`src/rtl/mem_ctrl_if.sv`:
```
// ============================================================================
// Module      : mem_ctrl_if
// Description : Bundle of the instruction-fetch port, the MEM-stage port and
//               the 8-bit external RAM bus served by mem_ctrl. The slave
//               modport is the controller's view; master is the surrounding
//               pipeline and RAM.
// Revision    : 1.0 - initial release
// ============================================================================
`default_nettype none

interface mem_ctrl_if #(
    parameter int ADDR_W = 32,
    parameter int DATA_W = 32
);
    // Instruction-fetch port
    logic              if_req;
    logic [ADDR_W-1:0] if_addr;
    logic              if_flush;
    logic              if_done;
    logic [DATA_W-1:0] if_data;

    // MEM-stage port
    logic              mem_req;
    logic              mem_wr_en;
    logic [1:0]        mem_size;
    logic [ADDR_W-1:0] mem_addr;
    logic [DATA_W-1:0] mem_wdata;
    logic              mem_done;
    logic [DATA_W-1:0] mem_rdata;

    // External byte-wide RAM bus
    logic [7:0]        ram_din;
    logic [7:0]        ram_dout;
    logic [ADDR_W-1:0] ram_a;
    logic              ram_wr;

    modport master (
        output if_req, if_addr, if_flush,
        output mem_req, mem_wr_en, mem_size, mem_addr, mem_wdata,
        output ram_din,
        input  if_done, if_data, mem_done, mem_rdata,
        input  ram_dout, ram_a, ram_wr
    );

    modport slave (
        input  if_req, if_addr, if_flush,
        input  mem_req, mem_wr_en, mem_size, mem_addr, mem_wdata,
        input  ram_din,
        output if_done, if_data, mem_done, mem_rdata,
        output ram_dout, ram_a, ram_wr
    );
endinterface

`default_nettype wire

```
`src/rtl/mem_ctrl.sv`:
```
// ============================================================================
// Module      : mem_ctrl
// Description : Single-port RAM arbiter/sequencer. Serialises 1/2/4-byte
//               IF and MEM accesses into byte beats on an 8-bit RAM bus and
//               assembles little-endian read data. MEM has priority over IF.
// Revision    : 1.0 - initial release
// ============================================================================
`default_nettype none

module mem_ctrl #(
    parameter int ADDR_W = 32,
    parameter int DATA_W = 32
) (
    input  logic       clk,
    input  logic       rst,
    input  logic       rdy,
    mem_ctrl_if.slave  bus
);

    typedef enum logic [1:0] {
        ST_IDLE  = 2'd0,
        ST_READ  = 2'd1,
        ST_WRITE = 2'd2,
        ST_DONE  = 2'd3
    } state_t;

    typedef enum logic {
        OWN_IF  = 1'b0,
        OWN_MEM = 1'b1
    } owner_t;

    localparam logic [ADDR_W-1:0] c_addr_step = ADDR_W'(1);

    state_t            r_state;
    state_t            w_state_nxt;
    owner_t            r_owner;
    logic [2:0]        r_cnt;        // beat index within the transaction
    logic [2:0]        r_len;        // transaction length in bytes (1/2/4)
    logic [ADDR_W-1:0] r_ram_a;      // address of the current beat
    logic [DATA_W-1:0] r_wdata;      // store data, lowest byte is next beat
    logic [DATA_W-1:0] r_if_data;
    logic [DATA_W-1:0] r_mem_rdata;

    logic              w_accept_mem;
    logic              w_accept_if;
    logic              w_flush_if;
    logic              w_last_rd;
    logic              w_more;
    logic [2:0]        w_cnt_inc;
    logic [1:0]        w_byte_idx;
    logic [2:0]        w_mem_len;

    logic              w_ram_wr;
    logic [7:0]        w_ram_dout;
    logic              w_if_done;
    logic              w_mem_done;

    // Request arbitration: MEM wins in IDLE, flushed fetches are never taken
    assign w_accept_mem = (r_state == ST_IDLE) && bus.mem_req;
    assign w_accept_if  = (r_state == ST_IDLE) && !bus.mem_req
                          && bus.if_req && !bus.if_flush;

    // A flush only cancels transactions that belong to the fetch side
    assign w_flush_if = bus.if_flush && (r_owner == OWN_IF)
                        && ((r_state == ST_READ) || (r_state == ST_DONE));

    // Reads need one extra cycle: byte k arrives the cycle after its address
    assign w_last_rd  = (r_cnt == r_len);
    assign w_cnt_inc  = r_cnt + 3'd1;
    assign w_more     = (w_cnt_inc < r_len);
    assign w_byte_idx = 2'(r_cnt - 3'd1);

    assign w_mem_len = (bus.mem_size == 2'd0) ? 3'd1 :
                       (bus.mem_size == 2'd1) ? 3'd2 : 3'd4;

    // State register; rdy low freezes the sequencer
    always_ff @(posedge clk) begin
        if (rst) begin
            r_state <= ST_IDLE;
        end else if (rdy) begin
            r_state <= w_state_nxt;
        end
    end

    // Next-state decode and bus/handshake outputs
    always_comb begin
        w_state_nxt = r_state;
        w_ram_wr    = 1'b0;
        w_ram_dout  = 8'h00;
        w_if_done   = 1'b0;
        w_mem_done  = 1'b0;
        case (r_state)
            ST_IDLE: begin
                if (w_accept_mem) begin
                    w_state_nxt = bus.mem_wr_en ? ST_WRITE : ST_READ;
                end else if (w_accept_if) begin
                    w_state_nxt = ST_READ;
                end
            end
            ST_READ: begin
                if (w_flush_if) begin
                    w_state_nxt = ST_IDLE;
                end else if (w_last_rd) begin
                    w_state_nxt = ST_DONE;
                end
            end
            ST_WRITE: begin
                // The stall gate keeps a frozen beat from being written twice
                w_ram_wr   = rdy;
                w_ram_dout = r_wdata[7:0];
                if (!w_more) begin
                    w_state_nxt = ST_DONE;
                end
            end
            ST_DONE: begin
                w_if_done   = (r_owner == OWN_IF) && !bus.if_flush;
                w_mem_done  = (r_owner == OWN_MEM);
                w_state_nxt = ST_IDLE;
            end
            default: begin
                w_state_nxt = ST_IDLE;
            end
        endcase
    end

    // Datapath: latch the request, step addresses and assemble read bytes
    always_ff @(posedge clk) begin
        if (rst) begin
            r_owner     <= OWN_IF;
            r_cnt       <= 3'd0;
            r_len       <= 3'd0;
            r_ram_a     <= '0;
            r_wdata     <= '0;
            r_if_data   <= '0;
            r_mem_rdata <= '0;
        end else if (rdy) begin
            case (r_state)
                ST_IDLE: begin
                    if (w_accept_mem) begin
                        r_owner <= OWN_MEM;
                        r_cnt   <= 3'd0;
                        r_len   <= w_mem_len;
                        r_ram_a <= bus.mem_addr;
                        r_wdata <= bus.mem_wdata;
                        if (!bus.mem_wr_en) begin
                            r_mem_rdata <= '0;
                        end
                    end else if (w_accept_if) begin
                        r_owner   <= OWN_IF;
                        r_cnt     <= 3'd0;
                        r_len     <= 3'd4;
                        r_ram_a   <= bus.if_addr;
                        r_if_data <= '0;
                    end
                end
                ST_READ: begin
                    if (!w_flush_if) begin
                        if (r_cnt != 3'd0) begin
                            if (r_owner == OWN_IF) begin
                                r_if_data[{w_byte_idx, 3'b000} +: 8] <= bus.ram_din;
                            end else begin
                                r_mem_rdata[{w_byte_idx, 3'b000} +: 8] <= bus.ram_din;
                            end
                        end
                        if (!w_last_rd) begin
                            r_cnt <= w_cnt_inc;
                        end
                        if (w_more) begin
                            r_ram_a <= r_ram_a + c_addr_step;
                        end
                    end
                end
                ST_WRITE: begin
                    r_cnt <= w_cnt_inc;
                    if (w_more) begin
                        r_ram_a <= r_ram_a + c_addr_step;
                        r_wdata <= r_wdata >> 8;
                    end
                end
                default: begin
                end
            endcase
        end
    end

    assign bus.ram_wr    = w_ram_wr;
    assign bus.ram_dout  = w_ram_dout;
    assign bus.ram_a     = r_ram_a;
    assign bus.if_done   = w_if_done;
    assign bus.if_data   = r_if_data;
    assign bus.mem_done  = w_mem_done;
    assign bus.mem_rdata = r_mem_rdata;

endmodule

`default_nettype wire

```
`src/flat_wrapper.sv`:
```
// flat-port wrapper written by rule: the top's interface ports become plain ports
module mem_ctrl_flat 
#(
    parameter int ADDR_W = 32,
    parameter int DATA_W = 32
)
  (clk, rst, rdy, bus_if_req, bus_if_addr, bus_if_flush, bus_mem_req, bus_mem_wr_en, bus_mem_size, bus_mem_addr, bus_mem_wdata, bus_ram_din, bus_if_done, bus_if_data, bus_mem_done, bus_mem_rdata, bus_ram_dout, bus_ram_a, bus_ram_wr);
  mem_ctrl_if #(.ADDR_W(ADDR_W), .DATA_W(DATA_W)) bus_i ();
  input  logic clk;
  input  logic rst;
  input  logic rdy;
  input wire logic [$bits(bus_i.if_req)-1:0] bus_if_req;
  input wire logic [$bits(bus_i.if_addr)-1:0] bus_if_addr;
  input wire logic [$bits(bus_i.if_flush)-1:0] bus_if_flush;
  input wire logic [$bits(bus_i.mem_req)-1:0] bus_mem_req;
  input wire logic [$bits(bus_i.mem_wr_en)-1:0] bus_mem_wr_en;
  input wire logic [$bits(bus_i.mem_size)-1:0] bus_mem_size;
  input wire logic [$bits(bus_i.mem_addr)-1:0] bus_mem_addr;
  input wire logic [$bits(bus_i.mem_wdata)-1:0] bus_mem_wdata;
  input wire logic [$bits(bus_i.ram_din)-1:0] bus_ram_din;
  output wire logic [$bits(bus_i.if_done)-1:0] bus_if_done;
  output wire logic [$bits(bus_i.if_data)-1:0] bus_if_data;
  output wire logic [$bits(bus_i.mem_done)-1:0] bus_mem_done;
  output wire logic [$bits(bus_i.mem_rdata)-1:0] bus_mem_rdata;
  output wire logic [$bits(bus_i.ram_dout)-1:0] bus_ram_dout;
  output wire logic [$bits(bus_i.ram_a)-1:0] bus_ram_a;
  output wire logic [$bits(bus_i.ram_wr)-1:0] bus_ram_wr;
  assign bus_i.if_req = bus_if_req;
  assign bus_i.if_addr = bus_if_addr;
  assign bus_i.if_flush = bus_if_flush;
  assign bus_i.mem_req = bus_mem_req;
  assign bus_i.mem_wr_en = bus_mem_wr_en;
  assign bus_i.mem_size = bus_mem_size;
  assign bus_i.mem_addr = bus_mem_addr;
  assign bus_i.mem_wdata = bus_mem_wdata;
  assign bus_i.ram_din = bus_ram_din;
  assign bus_if_done = bus_i.if_done;
  assign bus_if_data = bus_i.if_data;
  assign bus_mem_done = bus_i.mem_done;
  assign bus_mem_rdata = bus_i.mem_rdata;
  assign bus_ram_dout = bus_i.ram_dout;
  assign bus_ram_a = bus_i.ram_a;
  assign bus_ram_wr = bus_i.ram_wr;
  mem_ctrl #(.ADDR_W(ADDR_W), .DATA_W(DATA_W)) u_core (.clk(clk), .rst(rst), .rdy(rdy), .bus(bus_i));
endmodule
```
`config.mk`:
```
export PLATFORM = sky130hd
export DESIGN_NAME = mem_ctrl_flat
export DESIGN_NICKNAME = d
export VERILOG_FILES = /design/src/rtl/mem_ctrl_if.sv /design/src/rtl/mem_ctrl.sv /design/src/flat_wrapper.sv
export SDC_FILE = /design/constraint.sdc
export NUM_CORES = 1
export LEC_CHECK = 0
export CORE_ASPECT_RATIO = 1.4
export CORE_MARGIN = 2
export CORE_UTILIZATION = 40
export DETAILED_ROUTE_END_ITERATION = 12
export GPL_TIMING_DRIVEN = 0
export HOLD_SLACK_MARGIN = 0.03
export PLACE_DENSITY = 0.74
export RECOVER_POWER = 100
export REMOVE_ABC_BUFFERS = 1
export SETUP_SLACK_MARGIN = 0.4
export SLEW_MARGIN = 20
export SYNTH_ARGS = -nofsm -noshare
export SYNTH_HDL_FRONTEND = slang
export SYNTH_SLANG_ARGS = --single-unit
export TNS_END_PERCENT = 100
```
`constraint.sdc`:
```
create_clock -name clk -period 2.7 [get_ports clk]
set_clock_uncertainty 0.2 [all_clocks]
set_input_delay 0.54 -clock clk [delete_from_list [all_inputs] [get_ports clk]]
set_output_delay 0.54 -clock clk [all_outputs]
set_load 0.01 [all_outputs]
```
==> results.md, run 1 <==
- Outcome: finished clean
- Top FF cell, synth: dfxtp_1
- Leakage power: 4.78 nW
- Htree depth: 4
- Skew-Pair Late Insertion Delay: 0.41 ns
- Max_cap viols: 0
- Share of layout cells above drive strength 1: 17.5%
- Relative slew slack: 63.3%
- Final HPWL DP: ~15 mm
- TritonCTS clock tree: built
- Site Rows: 57
- Peak VDD IR: 458 uV
- Boundary pin count: 220
- Initial Utilization: 41.0%
- Die footprint: 19000 sq um
- Min Tclk post-route: roughly 2.5 ns
- Pwr Total: 0.00706 W
- Total Routing Usage GR: between 20% and 30%
- Cell variety after synth: 68
- Placed cell area: ~9500 sq um
- PwrDens: around 620 nW/um^2
- Asr flop ratio synth: 0%
- Fin util: 65.0%
- Crit path DAT: 2.63 ns
- Mean Syn Cell Area: 8.50 sq um
- Internal Power: 0.00487 W
- Register share of total power: 33.0%
- R2R depth: 10
- Post-Synthesis Cells: between 800 and 900
- Slew Limit Fails: 0
- Worst setup path class: reg2reg
- Chip Width: 117 um
- First-pass GRT wire length: 37.4 mm
- Worst slew pin tran: 0.536 ns
- Clk pwr share: 35.9%
- Synthesized cell area: roughly 7000 sq um
- Setup Viol. Count Final: 0
- Vias in the first global route: 7288
- Cell with the most instances after synthesis: dfxtp_1
- Sw Pwr: 0.00220 W
- Post-synth top area cell: dfxtp_1
- Die Ht: between 150 and 200 um
- CTS Buffer Depth: 2
- Synth top area cells: dfxtp_1 (38%), mux2i_1 (13%), nor2_1 (6.3%)
- Unrepaired setup endpoints after global routing: true
- Post-synth top area share: 38.3%
- Drt pass-1 iters: 5
- Setup_tns: 0 ns
- CTS buffer count: 17
- Worst setup SP type: register
- DRT Wirelength: 24.9 mm
- Switching share of power: 31.1%
- Final ANT Viol Nets: 0
- Hold depth: 2
- Worst hold margin: 0.284 ns
- CTS Sinks: around 140
- Initial antenna violation count: 2
- Vias per std cell: between 5 and 6
- Final Hold Vio Count: 0
- Seq/Total Area, Yosys: about two fifths
- FMAX: 401 MHz
- Iter 0 DRT Violations: about 630
- Core Region: 17500 sq um
- Worst-path clk slew: 0.06 ns
- Wire per inst: between 15 and 20 um
- Post-synth top cells: dfxtp_1 (137), nor2_1 (120), mux2i_1 (93), nand2_1 (72), a21oi_1 (47)
- CP endpoint kind: register
- Synthesized flop and latch total: 137
- Final Cycle Share: ~92%
- Post-synth EDFFs: 0
- Routability congestion estimate: 0.916
- Port Buffers: 219
- CTS root buffer: clkbuf_16
- Post-route DRC: 0
- Ys Warns: 0
- Required @ worst endpoint: 2.84 ns
- Nets@finish: 1234
- Final instance area: 11400 sq um
- Worst-path fanout max: 5
- Comb power frac: 31.1%
- Area Overhead vs Synth: 58.4%
- Global route total overflow: 0
- Vias: 7519
- Pin count of the biggest net entering global routing: 99
- Worst Hold Class: in2reg
-- cell families after synthesis --
| group | count (synthesis) | synth area share, % |
|---|---|---|
| compound gates | 177 | 16.8 |
| simple gates | 347 | 24.6 |
| fa+ha+maj | 14 | 2.44 |
| buf+inv | 71 | 4.40 |
| flops | 137 | 38.3 |
| mux | 94 | 13.1 |
| xor+xnor | 3 | 0.367 |
-- metrics by stage --
step | setup slack, ns | std cells
global placement | -4.21 | 1243
global route | 0.0995 | 1357
CTS | 0.336 | 1328
finish | 0.209 | 1357
floorplan | -2.12 | 788
detailed placement | -0.634 | 1247
-- per-layer routing --
| layer | global-route usage (%) | vias to the layer above | share of wire, % | wire, um |
|---|---|---|---|---|
| li1 | - | 3589 | - | - |
| met1 | 28.6 | 3512 | 39 | 9680 |
| met2 | 42.1 | 341 | 49 | 12200 |
| met3 | 7.48 | 75 | 8.0 | 1990 |
| met4 | 11.4 | 2 | 3.9 | 967 |
| met5 | 0 | - | 0.044 | 11 |
-- worst paths after layout --
path / slack [ns] / endpoint / startpoint
hold / removal: 0.28 / u_core.bus.ram_a[5]$_SDFFE_PP0P_ / rst
setup reg to reg: 0.21 / u_core.r_state[0]$_SDFFE_PP0P_ / u_core.r_cnt[0]$_SDFFE_PP0P_
hold reg to reg: 0.29 / u_core.bus.if_data[10]$_SDFFE_PP0P_ / u_core.bus.if_data[10]$_SDFFE_PP0P_
setup / recovery: 0.21 / u_core.r_state[0]$_SDFFE_PP0P_ / u_core.r_cnt[0]$_SDFFE_PP0P_
-- layout make-up --
class | instances | area, sq um
inverter | 16 | 66.3
fill | 1436 | 6120
timing repair buffer | 295 | 3050
clock inverter | 12 | 188
multi-input combinational | 639 | 4530
timing repair inverter | 1 | 7.51
antenna | 1 | 2.50
tap | 236 | 295
clock buffer | 20 | 457
sequential | 137 | 2760
-- critical path, cell delays in order (launching register included) --
cell and delay (ns):
dfxtp_4 0.36, inv_1 0.13, ha_4 0.22, ha_1 0.27, nand3b_1 0.09, nand3_1 0.20
clkbuf_4 0.18, buf_4 0.10, o2111ai_1 0.21, a311o_1 0.33, a21oi_1 0.13
-- power by group through the flow --
stage | combinational [W] | sequential (W) | clock [W]
CTS | 0.00198 | 0.00232 | 0.00257
global route | 0.00234 | 0.00235 | 0.00266
global placement | 0.00148 | 0.00236 | 0
floorplan | 0.000863 | 0.00236 | 0
finish | 0.00220 | 0.00233 | 0.00253
detailed placement | 0.00153 | 0.00236 | 0
-- placed cells by master, fill, tap and decap left out, types with 10 or more instances in the layout --
master	count
a31oi_1	16
nand3_1	19
a21oi_1	42
buf_4	40
nor3_1	13
nand4_1	14
nor2_1	119
ha_1	10
clkdlybuf4s50_1	109
nand2_1	68
dlygate4sd3_1	95
clkbuf_1	12
mux2i_1	93
clkbuf_16	18
a22oi_1	17
o21ai_2	15
a211oi_1	21
buf_12	11
dfxtp_1	133
inv_1	13
and2_1	29
-- registers in the layout, indices dropped and copies added (netlist names) --
signal / cells
u_core.bus.if_data: 32
u_core.bus.mem_rdata: 32
u_core.bus.ram_a: 32
u_core.r_wdata: 32
u_core.r_cnt: 3
u_core.r_len: 3
u_core.r_state: 2
u_core.r_owner: 1
-- timing repair --
item,CTS,global route
setup endpoints to repair,149,137
pin swaps,32,52
setup buffers,39,27
hold buffers,0,0
cloned,10,1
gates resized for setup,98,92
(Power assumes the default switching activity.)
==> inputs of run 2 (changes only) <==
--- a/config.mk
+++ b/config.mk
@@ -11,7 +11,7 @@
 export DETAILED_ROUTE_END_ITERATION = 12
 export GPL_TIMING_DRIVEN = 0
 export HOLD_SLACK_MARGIN = 0.03
-export PLACE_DENSITY = 0.74
+export PLACE_DENSITY = 0.71
 export RECOVER_POWER = 100
 export REMOVE_ABC_BUFFERS = 1
 export SETUP_SLACK_MARGIN = 0.4
==> constraint.sdc (replaced) <==
create_clock -name clk -period 2.3 [get_ports clk]
set_clock_uncertainty 0.2 [all_clocks]
set_input_delay 0.46 -clock clk [delete_from_list [all_inputs] [get_ports clk]]
set_output_delay 0.46 -clock clk [all_outputs]
set_load 0.01 [all_outputs]
==> results.md, run 2 (synthesized netlist as in run 1, its figures left out) <==
- Outcome: complete, but fails checks
- Failing checks: setup timing
- Unrepaired setup endpoints after global routing: true
- Htree depth: 4
- CTS Buffer Depth: 2
- Pin count of the biggest net entering global routing: 87
- Crit path DAT: around 2.6 ns
- Relative slew slack: between 40% and 50%
- Skew-Pair Late Insertion Delay: 0.42 ns
- Site Rows: 57
- Peak VDD IR: 491 uV
- Required @ worst endpoint: 2.47 ns
- Nets@finish: 1247
- Boundary pin count: 220
- Worst Hold Class: reg2reg
- Worst-path fanout max: 7
- TritonCTS clock tree: built
- Core Region: 17500 sq um
- PwrDens: 700 nW/um^2
- FMAX: ~400 MHz
- First-pass GRT wire length: 38.1 mm
- Chip Width: 117 um
- Initial Utilization: 41.0%
- Worst setup SP type: register
- Share of layout cells above drive strength 1: 23.7%
- DRT Wirelength: 25.5 mm
- Crit path from: u_core.r_cnt[1]$_SDFFE_PP0P_
- Commonest cells after routing, fill and taps aside: dfxtp_1 (122), clkdlybuf4s50_1 (109), nor2_1 (105)
- Worst-path clk slew: 0.07 ns
- Vias in the first global route: between 7000 and 8000
- Port Buffers: 219
- Area Overhead vs Synth: 60.4%
- Die footprint: 19000 sq um
- Final Cycle Share: 107%
- Worst setup path class: reg2reg
- CTS root buffer: clkbuf_16
- Placed cell area: roughly 9500 sq um
- Worst Setup Slack, final: -0.170 ns
- Total Routing Usage GR: roughly 25%
- Wire per inst: 18.6 um
- Final HPWL DP: between 15 and 20 mm
- Hold Crit Start: u_core.r_wdata[0]$_SDFFE_PP0P_
- CTS Hold Buffers Added: 0
- Max_cap viols: 0
- Most common cell after layout, fill and taps aside: dfxtp_1
- CP endpoint kind: register
- Vias per std cell: 5.54
- Final Hold Vio Count: 0
- Final instance area: around 11000 sq um
- Initial antenna violation count: 1
- CTS buffer count: 17
- Worst slew pin tran: 0.786 ns
- CTS Sinks: 137
- Die Ht: 162 um
- Worst hold margin: 0.281 ns
- Post-route DRC: 0
- Setup_tns: -5.76 ns
- Non-filler cells, final: 1370
- Reg-to-reg startpoint: u_core.r_cnt[1]$_SDFFE_PP0P_
- Global route total overflow: 0
- Drt pass-1 iters: 5
- Inst Count DP: between 1000 and 1500
- Leakage power: 4.99 nW
- Final ANT Viol Nets: 0
- Min Tclk post-route: approximately 2.5 ns
- Vias: 7586
- Iter 0 DRT Violations: 643
- Slew Limit Fails: 0
- Setup Viol. Count Final: 67
- Routability congestion estimate: about 0.9
==> run 2: path summary, 6_finish.rpt <==
kind / endpoint / slack [ns] / depth (start not counted)
hold reg to reg: u_core.r_wdata[0]$_SDFFE_PP0P_ / 0.28 / 2
setup reg to reg: u_core.bus.ram_a[18]$_SDFFE_PP0P_ / -0.17 / 10
hold / removal: u_core.r_wdata[0]$_SDFFE_PP0P_ / 0.28 / 2
setup / recovery: u_core.bus.ram_a[18]$_SDFFE_PP0P_ / -0.17 / 10
==> run 2: through the flow <==
step           util, %  worst slack (ns)  total power (W)
2_1_floorplan        -             -2.52          0.00378
3_3_place_gp      53.8             -4.63          0.00452
3_5_place_dp      54.5            -0.990          0.00457
4_1_cts           63.3            -0.102          0.00779
5_1_grt           65.8            -0.264          0.00837
6_report          65.8            -0.170          0.00804
==> run 2: critical path, cell delays in order, from the launching register on <==
cell     delay (ns)
dfxtp_4        0.37
ha_4           0.17
xor2_1         0.14
ha_1           0.34
a21oi_2        0.20
buf_4          0.17
nand2_8        0.06
buf_4          0.16
a21o_4         0.28
a21oi_1        0.15
o221a_2        0.19
==> run 2: layer usage <==
metal,part of all wire (%),up-vias,GRT usage [%]
met4,4.6,0,12.2
met2,49,306,43.1
met3,7.7,82,6.70
met1,39,3588,29.5
li1,-,3610,-
met5,0,-,0
==> run 2: area by class of cell <==
type                       count  area (sq um)
tap                          236           295
timing repair inverter         1          7.51
sequential                   137          2770
fill                        1440          5980
clock buffer                  17           425
multi-input combinational    640          4730
antenna                        1          2.50
timing repair buffer         307          3060
clock inverter                15           131
inverter                      16          68.8
==> run 2: report_power, final <==
part           total (W)  switching [W]  internal (W)
Clock            0.00262        0.00120       0.00142
Sequential       0.00275       0.000194       0.00256
Combinational    0.00267        0.00139       0.00128
==> run 2: what timing repair did <==
| action | in CTS | in global routing |
|---|---|---|
| pin swaps | 51 | 24 |
| resized for setup | 295 | 50 |
| gates cloned | 7 | 2 |
| setup buffers | 58 | 23 |
| setup endpoints to repair | 244 | 147 |
==> inputs of run 3 (changes only) <==
--- a/config.mk
+++ b/config.mk
@@ -14,8 +14,8 @@
 export PLACE_DENSITY = 0.71
 export RECOVER_POWER = 100
 export REMOVE_ABC_BUFFERS = 1
-export SETUP_SLACK_MARGIN = 0.4
-export SLEW_MARGIN = 20
+export SETUP_SLACK_MARGIN = 0.1
+export SLEW_MARGIN = 30
 export SYNTH_ARGS = -nofsm -noshare
 export SYNTH_HDL_FRONTEND = slang
 export SYNTH_SLANG_ARGS = --single-unit
==> results.md, run 3 (synthesized netlist as in run 1, its figures left out) <==
- Fin util: a little under two thirds
- Final HPWL DP: between 10 and 15 mm
- Final instance area: 11200 sq um
- Global routing usage on met2: 43.0%
- Placed cell area: 9520 sq um
- TritonCTS clock tree: built
- PwrDens: a little over 700 nW/um^2
- Non-filler cells, final: ~1300
- Vias: approximately 7300
- Post-route DRC: 0
- Boundary pin count: 220
- Port Buffers: 219
- Drt pass-1 iters: 5
- CTS buffer count: 17
- Skew-Pair Late Insertion Delay: 0.42 ns
- Vias in the first global route: 7179
- Site Rows: 57
- Met1 usage in global routing: 28.0%
- Total Routing Usage GR: 25.0%
- Slowest stage delay, CP: 0.36 ns
- Inst Count DP: 1246
- Nets@finish: between 1000 and 1500
- Worst-path clk slew: 0.06 ns
- Most Crowded Layer GR: met2
- Crit path max-delay cell type: dfxtp_4
- Final ANT Viol Nets: 0
- Worst slew pin tran: 0.525 ns
- Core Region: approximately 17000 sq um
- Worst setup SP type: register
- Worst setup path class: reg2reg
- Peak VDD IR: 469 uV
- DRT Wirelength: 24.4 mm
- Vias per std cell: 5.48
- Wire per inst: 18.2 um
- FMAX: 406 MHz
- Global route total overflow: 0
- CTS Sinks: 137
- Commonest cells after routing, fill and taps aside: dfxtp_1 (131), nor2_1 (115), clkdlybuf4s50_1 (111)
- Initial antenna violation count: 0
- Most common cell after layout, fill and taps aside: dfxtp_1
- Cell Chain, Critical Path: ha_4 -> xor2_1 -> ha_1 -> nand3b_1 -> nand2_4 -> a21oi_4 -> buf_6 -> and4_1 -> a2111oi_1
- CTS Buffer Depth: 2
- Relative slew slack: between 60% and 70%
- Crit path DAT: 2.57 ns
- Iter 0 DRT Violations: 498
- CP endpoint kind: register
- Met3 Use GR: 8.04%
- Final Cycle Share: 107%
- Final Hold Vio Count: 0
- Failing checks: setup timing
- Outcome: complete, but fails checks
- Max_cap viols: 0
- Required @ worst endpoint: roughly 2.4 ns
- Min Tclk post-route: about 2.5 ns
- CTS root buffer: clkbuf_16
- Share of layout cells above drive strength 1: 18.1%
- Worst Setup Slack, final: -0.162 ns
- Die Ht: 162 um
- Worst Hold Class: in2reg
- Die footprint: 19000 sq um
- Slew Limit Fails: 0
- Leakage power: 4.66 nW
- Filler cells: 1484
- Routability congestion estimate: ~0.9
- Unrepaired setup endpoints after global routing: true
- Worst-path fanout max: 7
- Worst hold margin: 0.147 ns
- Chip Width: approximately 120 um
- Initial Utilization: 41.0%
- Pin count of the biggest net entering global routing: 103
- Area Overhead vs Synth: 55.8%
- First-pass GRT wire length: 36.9 mm
- Setup Viol. Count Final: 60
- Htree depth: 4
## run 3: power by group
part | switching, W | internal, W
sequential | 0.000174 | 0.00255
combinational | 0.00129 | 0.00119
clock | 0.00115 | 0.00154
## run 3: path summary, 6_finish.rpt
check	from	endpoint	slack, ns	cells after the start
worst min-delay path	rst	u_core.bus.ram_a[4]$_SDFFE_PP0P_	0.15	2
worst max-delay path	u_core.r_cnt[1]$_SDFFE_PP0P_	u_core.bus.ram_a[11]$_SDFFE_PP0P_	-0.16	9
worst max register to register	u_core.r_cnt[1]$_SDFFE_PP0P_	u_core.bus.ram_a[11]$_SDFFE_PP0P_	-0.16	9
worst min register to register	u_core.r_wdata[6]$_SDFFE_PP0P_	u_core.r_wdata[6]$_SDFFE_PP0P_	0.29	2
## run 3: timing repair
| action | CTS | global route |
|---|---|---|
| pin swaps | 55 | 23 |
| resized for setup | 134 | 52 |
| endpoints found under the setup margin | 145 | 140 |
| cloned | 7 | 1 |
| hold buffers | 0 | 0 |
| buffers inserted | 43 | 12 |
| endpoints found under the hold margin | 0 | 0 |
## run 3: final cells by class
type                       instances  area (sq um)  area share [%]
multi-input combinational        638          4560            40.8
clock buffer                      18           439            3.93
timing repair buffer             281          2910            26.1
tap                              236           295            2.64
clock inverter                    14           136            1.22
inverter                          16          65.1           0.583
sequential                       137          2760            24.7
antenna                            1          2.50          0.0224
## run 3: metal layers
layer  part of all wire (%)  wire [um]  up-vias
li1                       -          -     3536
met1                     38       9400     3449
met2                     50      12100      293
met3                    8.3       2020       70
met4                    3.6        879        0
met5                      0          0        -
## run 3: stage by stage
stage | worst slack, ns | TNS, ns | power (W)
2_1_floorplan | -2.52 | -100.45 | 0.00378
3_3_place_gp | -4.63 | -466.27 | 0.00452
3_5_place_dp | -1.04 | -76.09 | 0.00457
4_1_cts | -0.0951 | -2.29 | 0.00782
5_1_grt | -0.206 | -9.79 | 0.00825
6_report | -0.162 | -3.77 | 0.00790
## run 3: critical path: cells and delay by family (launching register included)
family	cells	cell delay, ns
XOR/XNOR	1	0.14
AO/OA/AOI/OAI	2	0.41
AND/OR/NAND/NOR	3	0.57
flip-flops	1	0.36
buffers and inverters	1	0.16
adder cells (fa/ha/maj)	2	0.51
